==> config.mk <==
export PLATFORM = sky130hd
export DESIGN_NAME = sop_share_approx_engine_flat
export DESIGN_NICKNAME = d
export VERILOG_FILES = /design/src/rtl/sop_share_pkg.sv /design/src/rtl/sop_share_if.sv /design/src/rtl/sop_share_array.sv /design/src/rtl/sop_share_approx_engine.sv /design/src/flat_wrapper.sv
export SDC_FILE = /design/constraint.sdc
export NUM_CORES = 1
export LEC_CHECK = 0
export ABC_AREA = 1
export BUFFER_PORTS_ARGS = -buffer_cell sky130_fd_sc_hd__buf_2
export CELL_PAD_IN_SITES_DETAIL_PLACEMENT = 0
export CELL_PAD_IN_SITES_GLOBAL_PLACEMENT = 1
export CORE_MARGIN = 3
export CORE_UTILIZATION = 46
export CTS_BUF_LIST = sky130_fd_sc_hd__clkbuf_4 sky130_fd_sc_hd__clkbuf_8
export DETAILED_ROUTE_END_ITERATION = 6
export PLACE_DENSITY = 0.88
export SLEW_MARGIN = 5
export SYNTH_ARGS = -nofsm -noshare
export SYNTH_HDL_FRONTEND = slang
export SYNTH_SLANG_ARGS = --single-unit
==> constraint.sdc <==
create_clock -name clk -period 5.7 [get_ports clk]
set_input_delay 0.855 -clock clk [delete_from_list [all_inputs] [get_ports clk]]
set_output_delay 0.855 -clock clk [all_outputs]
set_load 0.02 [all_outputs]
==> src/rtl/sop_share_pkg.sv <==
// Shared types, config field layout and helper functions for the shared-product SOP approximator.
package sop_share_pkg;

  typedef enum logic [1:0] {
    CONFIG = 2'd0,
    RUN    = 2'd1,
    DRAIN  = 2'd2
  } fsm_e;

  // Literal mask layout: each input owns a bit pair, true literal first.
  localparam int unsigned LIT_STRIDE = 2;
  localparam int unsigned LIT_POS    = 0;
  localparam int unsigned LIT_NEG    = 1;

  function automatic int unsigned out_w_f(input int unsigned in_w);
    return in_w / 2;
  endfunction

  function automatic int unsigned cfg_aw_f(input int unsigned in_w, input int unsigned pit);
    return $clog2(pit + in_w / 2);
  endfunction

  function automatic int unsigned cfg_dw_f(input int unsigned in_w, input int unsigned pit);
    return (2 * in_w > pit) ? 2 * in_w : pit;
  endfunction

  function automatic int unsigned popcount(input logic [63:0] v);
    int unsigned n;
    n = 0;
    for (int i = 0; i < 64; i++) n += 32'(v[i]);
    return n;
  endfunction

  function automatic logic [31:0] abs_diff(input logic [31:0] a, input logic [31:0] b);
    return (a >= b) ? a - b : b - a;
  endfunction

endpackage

==> src/rtl/sop_share_if.sv <==
// Config, operand and result channels of the SOP approximator.
interface sop_share_if #(
  parameter int unsigned IN_W   = 4,
  parameter int unsigned OUT_W  = 2,
  parameter int unsigned CFG_AW = 3,
  parameter int unsigned CFG_DW = 8
);
  logic              cfg_valid;
  logic              cfg_ready;
  logic [CFG_AW-1:0] cfg_addr;
  logic [CFG_DW-1:0] cfg_data;
  logic              cfg_commit;
  logic              cfg_unlock;

  logic              in_valid;
  logic              in_ready;
  logic [IN_W-1:0]   in_data;

  logic              out_valid;
  logic              out_ready;
  logic [OUT_W-1:0]  out_approx;
  logic [OUT_W-1:0]  out_exact;
  logic [OUT_W-1:0]  out_err;
  logic              out_viol;

  modport master (
    output cfg_valid, cfg_addr, cfg_data, cfg_commit, cfg_unlock,
    input  cfg_ready,
    output in_valid, in_data,
    input  in_ready,
    input  out_valid, out_approx, out_exact, out_err, out_viol,
    output out_ready
  );

  modport slave (
    input  cfg_valid, cfg_addr, cfg_data, cfg_commit, cfg_unlock,
    output cfg_ready,
    input  in_valid, in_data,
    output in_ready,
    output out_valid, out_approx, out_exact, out_err, out_viol,
    input  out_ready
  );
endinterface

==> src/rtl/sop_share_array.sv <==
// Programmable AND plane: each product is the AND of the literals selected by its mask.
module sop_share_array
  import sop_share_pkg::*;
#(
  parameter int unsigned IN_W = 4,
  parameter int unsigned PIT  = 6
) (
  input  logic [PIT-1:0][LIT_STRIDE*IN_W-1:0] lit_mask,
  input  logic [IN_W-1:0]                     in_data,
  output logic [PIT-1:0]                      prod
);

  logic [LIT_STRIDE*IN_W-1:0] lits;

  always_comb begin
    lits = '0;
    for (int i = 0; i < IN_W; i++) begin
      lits[LIT_STRIDE*i + LIT_POS] = in_data[i];
      lits[LIT_STRIDE*i + LIT_NEG] = ~in_data[i];
    end
  end

  // Unselected literals are forced to 1, so an empty mask yields a constant-1 product.
  always_comb begin
    prod = '0;
    for (int p = 0; p < PIT; p++) prod[p] = &(lits | ~lit_mask[p]);
  end

endmodule

==> src/rtl/sop_share_approx_engine.sv <==
// Run-time programmable shared-product SOP approximator of |a-b| with error statistics.
module sop_share_approx_engine
  import sop_share_pkg::*;
#(
  parameter  int unsigned IN_W   = 4,
  parameter  int unsigned PIT    = 6,
  parameter  int unsigned LPP    = 3,
  parameter  int unsigned ET     = 3,
  parameter  int unsigned CNT_W  = 16,
  localparam int unsigned OUT_W  = out_w_f(IN_W),
  localparam int unsigned CFG_AW = cfg_aw_f(IN_W, PIT),
  localparam int unsigned CFG_DW = cfg_dw_f(IN_W, PIT),
  localparam int unsigned LIT_W  = LIT_STRIDE * IN_W
) (
  input  logic             clk,
  input  logic             rst,
  sop_share_if.slave       bus,
  input  logic             stat_clr,
  output logic             cfg_err,
  output logic             run_mode,
  output logic [CNT_W-1:0] sample_cnt,
  output logic [CNT_W-1:0] viol_cnt,
  output logic [OUT_W-1:0] max_err
);

  fsm_e                      state;
  logic [PIT-1:0][LIT_W-1:0] lit_mask;
  logic [OUT_W-1:0][PIT-1:0] act_mask;
  logic                      cfg_err_q;

  logic [PIT-1:0]   addr_prod;
  logic [OUT_W-1:0] addr_act;
  logic             addr_bad;
  logic             lit_bad;
  logic             cfg_wr;

  logic             s1_valid;
  logic             s2_valid;
  logic             s1_advance;
  logic             in_fire;
  logic             out_fire;
  logic [PIT-1:0]   prod;
  logic [PIT-1:0]   s1_prod;
  logic [OUT_W-1:0] a;
  logic [OUT_W-1:0] b;
  logic [OUT_W-1:0] s1_exact;
  logic [OUT_W-1:0] approx;
  logic [OUT_W-1:0] err;

  logic [OUT_W-1:0] out_approx_q;
  logic [OUT_W-1:0] out_exact_q;
  logic [OUT_W-1:0] out_err_q;
  logic             out_viol_q;
  logic [CNT_W-1:0] sample_cnt_q;
  logic [CNT_W-1:0] viol_cnt_q;
  logic [OUT_W-1:0] max_err_q;

  assign a = bus.in_data[OUT_W-1:0];
  assign b = bus.in_data[IN_W-1:OUT_W];

  assign bus.cfg_ready = (state == CONFIG);
  assign run_mode      = (state == RUN);
  assign s1_advance    = s1_valid && (!s2_valid || bus.out_ready);
  assign bus.in_ready  = run_mode && (!s1_valid || s1_advance);
  assign in_fire       = bus.in_valid && bus.in_ready;
  assign out_fire      = s2_valid && bus.out_ready;
  // A same-cycle commit takes priority and drops the write.
  assign cfg_wr        = bus.cfg_ready && bus.cfg_valid && !bus.cfg_commit;

  always_comb begin
    addr_prod = '0;
    addr_act  = '0;
    for (int p = 0; p < PIT; p++) addr_prod[p] = (bus.cfg_addr == CFG_AW'(p));
    for (int o = 0; o < OUT_W; o++) addr_act[o] = (bus.cfg_addr == CFG_AW'(PIT + o));
    addr_bad = !(|addr_prod) && !(|addr_act);
    lit_bad  = (|addr_prod) && (popcount(64'(bus.cfg_data[LIT_W-1:0])) > LPP);
  end

  always_ff @(posedge clk) begin
    if (rst) begin
      lit_mask  <= '0;
      act_mask  <= '0;
      cfg_err_q <= 1'b0;
    end else if (cfg_wr) begin
      if (addr_bad || lit_bad) begin
        cfg_err_q <= 1'b1;
      end else begin
        for (int p = 0; p < PIT; p++)
          if (addr_prod[p]) lit_mask[p] <= bus.cfg_data[LIT_W-1:0];
        for (int o = 0; o < OUT_W; o++)
          if (addr_act[o]) act_mask[o] <= bus.cfg_data[PIT-1:0];
      end
    end
  end

  always_ff @(posedge clk) begin
    if (rst) begin
      state <= CONFIG;
    end else begin
      case (state)
        CONFIG:  if (bus.cfg_commit) state <= RUN;
        RUN:     if (bus.cfg_unlock) state <= DRAIN;
        DRAIN:   if (!s1_valid && !s2_valid) state <= CONFIG;
        default: state <= CONFIG;
      endcase
    end
  end

  sop_share_array #(
    .IN_W (IN_W),
    .PIT  (PIT)
  ) u_array (
    .lit_mask (lit_mask),
    .in_data  (bus.in_data),
    .prod     (prod)
  );

  // OR plane and error against the exact result, feeding S2.
  always_comb begin
    approx = '0;
    for (int o = 0; o < OUT_W; o++) approx[o] = |(s1_prod & act_mask[o]);
    err = OUT_W'(abs_diff(32'(approx), 32'(s1_exact)));
  end

  always_ff @(posedge clk) begin
    if (rst) begin
      s1_valid     <= 1'b0;
      s1_prod      <= '0;
      s1_exact     <= '0;
      s2_valid     <= 1'b0;
      out_approx_q <= '0;
      out_exact_q  <= '0;
      out_err_q    <= '0;
      out_viol_q   <= 1'b0;
    end else begin
      if (in_fire) begin
        s1_valid <= 1'b1;
        s1_prod  <= prod;
        s1_exact <= OUT_W'(abs_diff(32'(a), 32'(b)));
      end else if (s1_advance) begin
        s1_valid <= 1'b0;
      end
      if (s1_advance) begin
        s2_valid     <= 1'b1;
        out_approx_q <= approx;
        out_exact_q  <= s1_exact;
        out_err_q    <= err;
        out_viol_q   <= (32'(err) > ET);
      end else if (out_fire) begin
        s2_valid <= 1'b0;
      end
    end
  end

  // Statistics: clear wins over a same-cycle retirement; counters saturate.
  always_ff @(posedge clk) begin
    if (rst || stat_clr) begin
      sample_cnt_q <= '0;
      viol_cnt_q   <= '0;
      max_err_q    <= '0;
    end else if (out_fire) begin
      if (sample_cnt_q != '1) sample_cnt_q <= sample_cnt_q + CNT_W'(1);
      if (out_viol_q && (viol_cnt_q != '1)) viol_cnt_q <= viol_cnt_q + CNT_W'(1);
      if (out_err_q > max_err_q) max_err_q <= out_err_q;
    end
  end

  assign bus.out_valid  = s2_valid;
  assign bus.out_approx = out_approx_q;
  assign bus.out_exact  = out_exact_q;
  assign bus.out_err    = out_err_q;
  assign bus.out_viol   = out_viol_q;
  assign cfg_err        = cfg_err_q;
  assign sample_cnt     = sample_cnt_q;
  assign viol_cnt       = viol_cnt_q;
  assign max_err        = max_err_q;

endmodule
==> src/flat_wrapper.sv <==
// flat-port wrapper written by rule: the top's interface ports become plain ports
module sop_share_approx_engine_flat import sop_share_pkg::*;
#(
  parameter  int unsigned IN_W   = 4,
  parameter  int unsigned PIT    = 6,
  parameter  int unsigned LPP    = 3,
  parameter  int unsigned ET     = 3,
  parameter  int unsigned CNT_W  = 16,
  localparam int unsigned OUT_W  = out_w_f(IN_W),
  localparam int unsigned CFG_AW = cfg_aw_f(IN_W, PIT),
  localparam int unsigned CFG_DW = cfg_dw_f(IN_W, PIT),
  localparam int unsigned LIT_W  = LIT_STRIDE * IN_W
)
  (clk, rst, stat_clr, cfg_err, run_mode, sample_cnt, viol_cnt, max_err, bus_cfg_valid, bus_cfg_addr, bus_cfg_data, bus_cfg_commit, bus_cfg_unlock, bus_cfg_ready, bus_in_valid, bus_in_data, bus_in_ready, bus_out_valid, bus_out_approx, bus_out_exact, bus_out_err, bus_out_viol, bus_out_ready);
  sop_share_if #(.IN_W(IN_W)) bus_i ();
  input  logic clk;
  input  logic rst;
  input  logic stat_clr;
  output logic cfg_err;
  output logic run_mode;
  output logic [CNT_W-1:0] sample_cnt;
  output logic [CNT_W-1:0] viol_cnt;
  output logic [OUT_W-1:0] max_err;
  input wire logic [$bits(bus_i.cfg_valid)-1:0] bus_cfg_valid;
  input wire logic [$bits(bus_i.cfg_addr)-1:0] bus_cfg_addr;
  input wire logic [$bits(bus_i.cfg_data)-1:0] bus_cfg_data;
  input wire logic [$bits(bus_i.cfg_commit)-1:0] bus_cfg_commit;
  input wire logic [$bits(bus_i.cfg_unlock)-1:0] bus_cfg_unlock;
  output wire logic [$bits(bus_i.cfg_ready)-1:0] bus_cfg_ready;
  input wire logic [$bits(bus_i.in_valid)-1:0] bus_in_valid;
  input wire logic [$bits(bus_i.in_data)-1:0] bus_in_data;
  output wire logic [$bits(bus_i.in_ready)-1:0] bus_in_ready;
  output wire logic [$bits(bus_i.out_valid)-1:0] bus_out_valid;
  output wire logic [$bits(bus_i.out_approx)-1:0] bus_out_approx;
  output wire logic [$bits(bus_i.out_exact)-1:0] bus_out_exact;
  output wire logic [$bits(bus_i.out_err)-1:0] bus_out_err;
  output wire logic [$bits(bus_i.out_viol)-1:0] bus_out_viol;
  input wire logic [$bits(bus_i.out_ready)-1:0] bus_out_ready;
  assign bus_i.cfg_valid = bus_cfg_valid;
  assign bus_i.cfg_addr = bus_cfg_addr;
  assign bus_i.cfg_data = bus_cfg_data;
  assign bus_i.cfg_commit = bus_cfg_commit;
  assign bus_i.cfg_unlock = bus_cfg_unlock;
  assign bus_cfg_ready = bus_i.cfg_ready;
  assign bus_i.in_valid = bus_in_valid;
  assign bus_i.in_data = bus_in_data;
  assign bus_in_ready = bus_i.in_ready;
  assign bus_out_valid = bus_i.out_valid;
  assign bus_out_approx = bus_i.out_approx;
  assign bus_out_exact = bus_i.out_exact;
  assign bus_out_err = bus_i.out_err;
  assign bus_out_viol = bus_i.out_viol;
  assign bus_i.out_ready = bus_out_ready;
  sop_share_approx_engine #(.IN_W(IN_W), .PIT(PIT), .LPP(LPP), .ET(ET), .CNT_W(CNT_W)) u_core (.clk(clk), .rst(rst), .bus(bus_i), .stat_clr(stat_clr), .cfg_err(cfg_err), .run_mode(run_mode), .sample_cnt(sample_cnt), .viol_cnt(viol_cnt), .max_err(max_err));
endmodule
Word-level counts from Yosys, hierarchy flattened
Cells that the tools add are included.

Memories: 0. Bits in latches: 0. Bits in registers: 97. Input bits: 23. Output and inout port bits: 46. Memory bits (read-only): 0. RAM bits: 0.

Reductions and logical operators: 44. Equality and inequality tests: 13. Divide/modulo/power cells: 0. Multiply operators: 0. Multiplexer cells: 10. Add/sub/neg operators: 12. $lt $le $gt $ge: 4. Bitwise operators: 19. Shift operators: 0.

Operator list (count): $add A32 B1 Y32 (6); $not A8 Y8 (6); $or A8 B8 Y8 (6); $reduce_and A8 Y1 (6); $gt A32 B2 Y1 const B (1); $reduce_and A3 Y1 (9); $reduce_or A6 Y1 (3); $add A16 B1 Y16 const B (1); $ne A16 B16 Y1 const B (1); $and A6 B6 Y6 (2); $eq A3 B3 Y1 const B (4); $mux W2 (5); $logic_and A1 B1 Y1 (9); $sub A2 B2 Y2 (4); $eq A3 B2 Y1 const B (2); $pmux W2 S3 (1); $reduce_and A2 Y1 (3); $logic_not A1 Y1 (5); $not A1 Y1 (5); $ge A2 B2 Y1 (2); $logic_or A1 B1 Y1 (4); $mux W1 (4); $ne A2 B2 Y1 const B (2); $reduce_bool A2 Y1 (2); 9 further kinds (9).

Logic depth before layout (Yosys ltp)
Depth after elaboration: 12. Depth in mapped cells: 17. Gate-level depth less buffers: 15.

Modules after synthesis
A second synthesis with hierarchy kept.

Cells, all modules: 740. Area, all modules: 4989.8 µm².

By module, submodules not included: sop_share_approx_engine (area each 4449.3 µm², times used 1, cells each 598, sequential area each 1941.9 µm²); sop_share_array (area each 540.5 µm², times used 1, cells each 142, sequential area each 0.0 µm²).

Least setup slack after synthesis
No wires, ideal clock.

Kind: input to register. Start: input port bus_cfg_data[2]. End: register u_core.lit_mask[32] (netlist name). Slack: 2303 ps. Stages on the path: 16. Arrival time: 3284 ps. Library setup time: 113 ps. Data required time: 5587 ps. Path buffers: 3. Cell sequence: clkbuf_1 > inv_1 > fa_1 > fa_1 > inv_1 > ha_1 > nand2_1 > nand2_1 > nand2_1 > nand2_1 > nand2_2 > buf_6 > nand3_1 > buf_4 > nor2_1 > nor2_1.

Cells in the longest elaborated chain, start to end: 11.

Ends and longest elaborated chain: from (decl) (line flat_wrapper.sv:26) `input wire logic [$bits(bus_i.cfg_data)-1:0] bus_cfg_data;`; $add A32 B1 Y32 (6 in series) (line sop_share_pkg.sv:30) `for (int i = 0; i < 64; i++) n += 32'(v[i]);`; $gt A32 B2 Y1 (line sop_share_approx_engine.sv:76) `lit_bad = (|addr_prod) && (popcount(64'(bus.cfg_data[LIT_W-1:0])) > LPP);`; $logic_and A1 B1 Y1 (line sop_share_approx_engine.sv:76); $logic_or A1 B1 Y1 (line sop_share_approx_engine.sv:85) `if (addr_bad || lit_bad) begin`; $not A1 Y1 (no source line); $reduce_and A3 Y1 (no source line); to (signal, indexed assignment) (line sop_share_approx_engine.sv:89) `if (addr_prod[p]) lit_mask[p] <= bus.cfg_data[LIT_W-1:0];`; to (decl) (line sop_share_approx_engine.sv:27) `logic [PIT-1:0][LIT_W-1:0] lit_mask;`.

No other way between the ends. A chain may end at the register's enable or synchronous reset.

Worst setup path after layout
Start: input port bus_cfg_data[0]. End: register u_core.lit_mask[35] (netlist name).

Cells in the longest elaborated chain, start to end: 12.

Ends and longest elaborated chain (line): $add A1 B1 Y2 (sop_share_pkg.sv:30); $add A32 B1 Y32 (6 in series) (sop_share_pkg.sv:30); $gt A32 B2 Y1 (sop_share_approx_engine.sv:76); $logic_and A1 B1 Y1 (sop_share_approx_engine.sv:76); $logic_or A1 B1 Y1 (sop_share_approx_engine.sv:85); $not A1 Y1 (no source line); $reduce_and A3 Y1 (no source line).

No other way between the ends.

==> impl_metrics.py <==
metrics = {
    "sta": {
        "fin_skew_ns": 0.0132,
        "clock.fmax_ghz": 0.276,
        "hold_viol": 0,
        "rsz0062_at_grt": "false",
        "tightestPinTransition_ns": 0.895,
        "setup_viol": 0,
        "min_period_ns": 3.62,
        "relSlewSlack_pct": 40.1,
        "maxSlewViolCount": 0,
        "holdWs_ns": 0.464,
        "setup_slack_ns": 2.08,
        "setup_tns_ns": 0,
        "fin_crit_sh_pct": 63.5,
    },
    "yosys": {
        "ys_types": 32,
        "synthMuxAreaShare_pct": 0,
        "ys_ff_latch": 97,
        "synth_area_um2": 4970,
        "synth_compound_area_share_pct": 11.5,
        "synth_ff_type": "dfxtp_1",
        "yosysTopAreaCellShare_pct": 39.1,
        "ys_async_sr_fraction_pct": 0,
        "yosysSeqAreaShare_pct": 39.1,
        "synthAdderAreaFrac_pct": 4.88,
        "synth_edf_count": 0,
        "ys_top_cells_by_area": "dfxtp_1 39%, nand2_1 14%, nor2_1 8.8%",
        "syn_area_per_cell_um2": 6.79,
        "synth_top_family_by_area": "simple AND/OR/NAND/NOR gates",
        "synth.largest_area_cell": "dfxtp_1",
        "yosys_warnings": 0,
        "syn-instance-count": 732,
        "synth_xor_area_share_pct": 1.76,
        "yosys.area_share.simple_pct": 29.9,
    },
    "pwr": {
        "p_int_w": 0.00100,
        "p_per_area_nw_per_um2": 254,
        "leakagePower_nw": 2.53,
        "clkPwrFrac_pct": 36.7,
        "power_switching_w": 0.000363,
        "p_sw_share_pct": 26.6,
        "combPwrFrac_pct": 12.1,
        "seqPwrFrac_pct": 51.2,
        "peakVddDrop_uv": 129,
    },
    "critical_path": {
        "cp_num_buf_inv": 3,
        "cp_top_family": "adder cells",
        "crit_arrival_ns": 3.93,
        "cpPeakStageDelay_ns": 0.49,
        "start_kind": "input port",
        "endpoint_kind": "register",
        "path_class": "input port to register",
        "slowest_stage": "fa_1",
        "path_max_fanout": 23,
        "required_ns": 6.01,
        "path_common_cell": "nand2_1",
        "path_cells": "buf_2, ha_1, inv_1, fa_1, fa_1, inv_1, ha_1, nand2_1, nand2_1, nand2_1, nand2_1, nand2_2, nand3_1, nand2_1, nand2_1, nor2_1",
    },
    "route": {
        "ant_nets": 0,
        "wl_um": 11800,
        "wl_per_cell_um": 13.1,
        "post-route-drc-count": 0,
        "avgViaCountPerCell": 4.89,
        "vias": 4425,
        "dr.pass1.iters": 4,
        "drtIter0Drc": 315,
    },
    "clock_network": {
        "cts_tree": "done",
        "cts_resized": 0,
        "cts_max_path_buffers": 2,
        "cts_sinks": 97,
        "cts_hold_buffers": 0,
        "cts_buffers": 9,
        "worstSkewPairLatency_ns": 0.37,
        "path_clk_slew_ns": 0.09,
        "htreeDepth": 3,
        "cts_root_buf": "clkbuf_8",
        "cts_setup_buffers": 0,
    },
    "min_path": {
        "hp-class": "register to register",
    },
    "global_route": {
        "grt_max_degree": 52,
        "antenna_found_initial": 0,
        "grt_pass1_wl_um": 19000,
        "grtUsageTotal_pct": 20.0,
        "overflow": 0,
        "grt_pass1_vias": 3979,
    },
    "floorplan": {
        "core_area_um2": 10400,
        "ios": 69,
        "initial_core_util_pct": 47.7,
        "die-area_um2": 12100,
        "row_count": 37,
        "dieHeight_um": 110,
        "die_w_um": 110,
    },
    "placement": {
        "gp_congestion": 0.813,
        "dpl.hpwl_um": 8240,
        "port_buffers": 51,
        "dpl_worst_slack_ns": 1.70,
    },
    "finish": {
        "final_common_cell": "nand2_1",
        "nets": 804,
        "num-fill-cells": 1093,
        "final_cell_mix": "189 x nand2_1, 116 x nor2_1, 97 x dfxtp_1",
        "syn_to_final_growth_pct": 8.20,
        "drive_above_1_share_pct": 10.0,
        "diodes": 0,
    },
    "job": {
        "maxCapViolCount": 0,
    },
    "outcome": {
        "status": "finished clean",
    },
}
## power by group through the flow
stage	Sequential, W	Combinational [W]	Clock, W
floorplan	0.000717	0.000130	0
global placement	0.000715	0.000160	0
detailed placement	0.000716	0.000165	0
CTS	0.000700	0.000166	0.000511
global route	0.000702	0.000188	0.000537
finish	0.000700	0.000165	0.000502
## Yosys cell counts (6+ instances only)
cell type and instances:
nor2_1 116, inv_1 89, nand3_1 13, ha_1 13, buf_2 8, nand4_1 25, buf_4 19, o21ai_0 45
nor3_1 7, a21oi_1 56, buf_6 6, nand2_1 189, clkbuf_1 12, dfxtp_1 97
## registers in the layout, indices dropped and copies added, names as in the netlist
name	cells
u_core.act_mask	12
u_core.bus.out_approx	2
u_core.bus.out_err	2
u_core.bus.out_exact	2
u_core.bus.out_valid	1
u_core.cfg_err	1
u_core.lit_mask	48
u_core.max_err	2
u_core.s1_exact	2
u_core.s1_prod	6
u_core.s1_valid	1
u_core.sample_cnt	16
u_core.state	2
## layer usage
layer | routed length (um) | global-route usage (%) | up-vias | share of wire, %
met4 | 152 | 6.23 | 0 | 1.3
li1 | - | - | 2327 | -
met2 | 5410 | 33.2 | 95 | 46
met1 | 5550 | 26.7 | 1991 | 47
met3 | 694 | 3.23 | 12 | 5.9
met5 | 0 | 0 | - | 0
## final timing paths
kind / cells past startpoint / startpoint / slack [ns] / endpoint
setup / recovery: 16 / bus_cfg_data[0] / 2.08 / u_core.lit_mask[35]$_SDFFE_PP0P_
hold / removal: 2 / u_core.lit_mask[4]$_SDFFE_PP0P_ / 0.46 / u_core.lit_mask[4]$_SDFFE_PP0P_
setup reg to reg: 10 / u_core.sample_cnt[0]$_SDFFE_PP0P_ / 3.54 / u_core.sample_cnt[10]$_SDFFE_PP0P_
hold reg to reg: 2 / u_core.lit_mask[4]$_SDFFE_PP0P_ / 0.46 / u_core.lit_mask[4]$_SDFFE_PP0P_
## worst register-to-register path, delay by kind of cell (launching register included)
family / cells / cell delay (ns)
flip-flops: 1 / 0.38
adder cells (fa/ha/maj): 1 / 0.26
AND/OR/NAND/NOR: 9 / 1.46
## final cells by class
type	instances	area, um^2	area share, %
Timing Repair Buffer	52	263	4.88
Multi-Input combinational cell	514	2450	45.5
Inverter	90	338	6.28
Tap cell	136	170	3.16
Clock buffer	12	153	2.84
Clock inverter	3	65.1	1.21
Sequential cell	97	1940	36.1
## metrics by stage
stage / cells / cell area, um^2 / util (%) / power, W
floorplan: 748 / 5030 / - / 0.000847
detailed placement: 889 / 5160 / 49.6 / 0.000881
global placement: 889 / 5160 / 49.6 / 0.000875
CTS: 904 / 5380 / 51.7 / 0.00138
finish: 904 / 5380 / 51.7 / 0.00137
global route: 904 / 5380 / 51.7 / 0.00143
## cells by family after synthesis
| logic type | count (synthesis) |
|---|---|
| buffers and inverters | 137 |
| xor gates and xnor gates | 10 |
| and+or+nand+nor | 360 |
| adders and majority gates | 17 |
| other | 1 |
| DFF | 97 |
| AOI/OAI and AO/OA | 110 |
(Power assumes the default switching activity.)
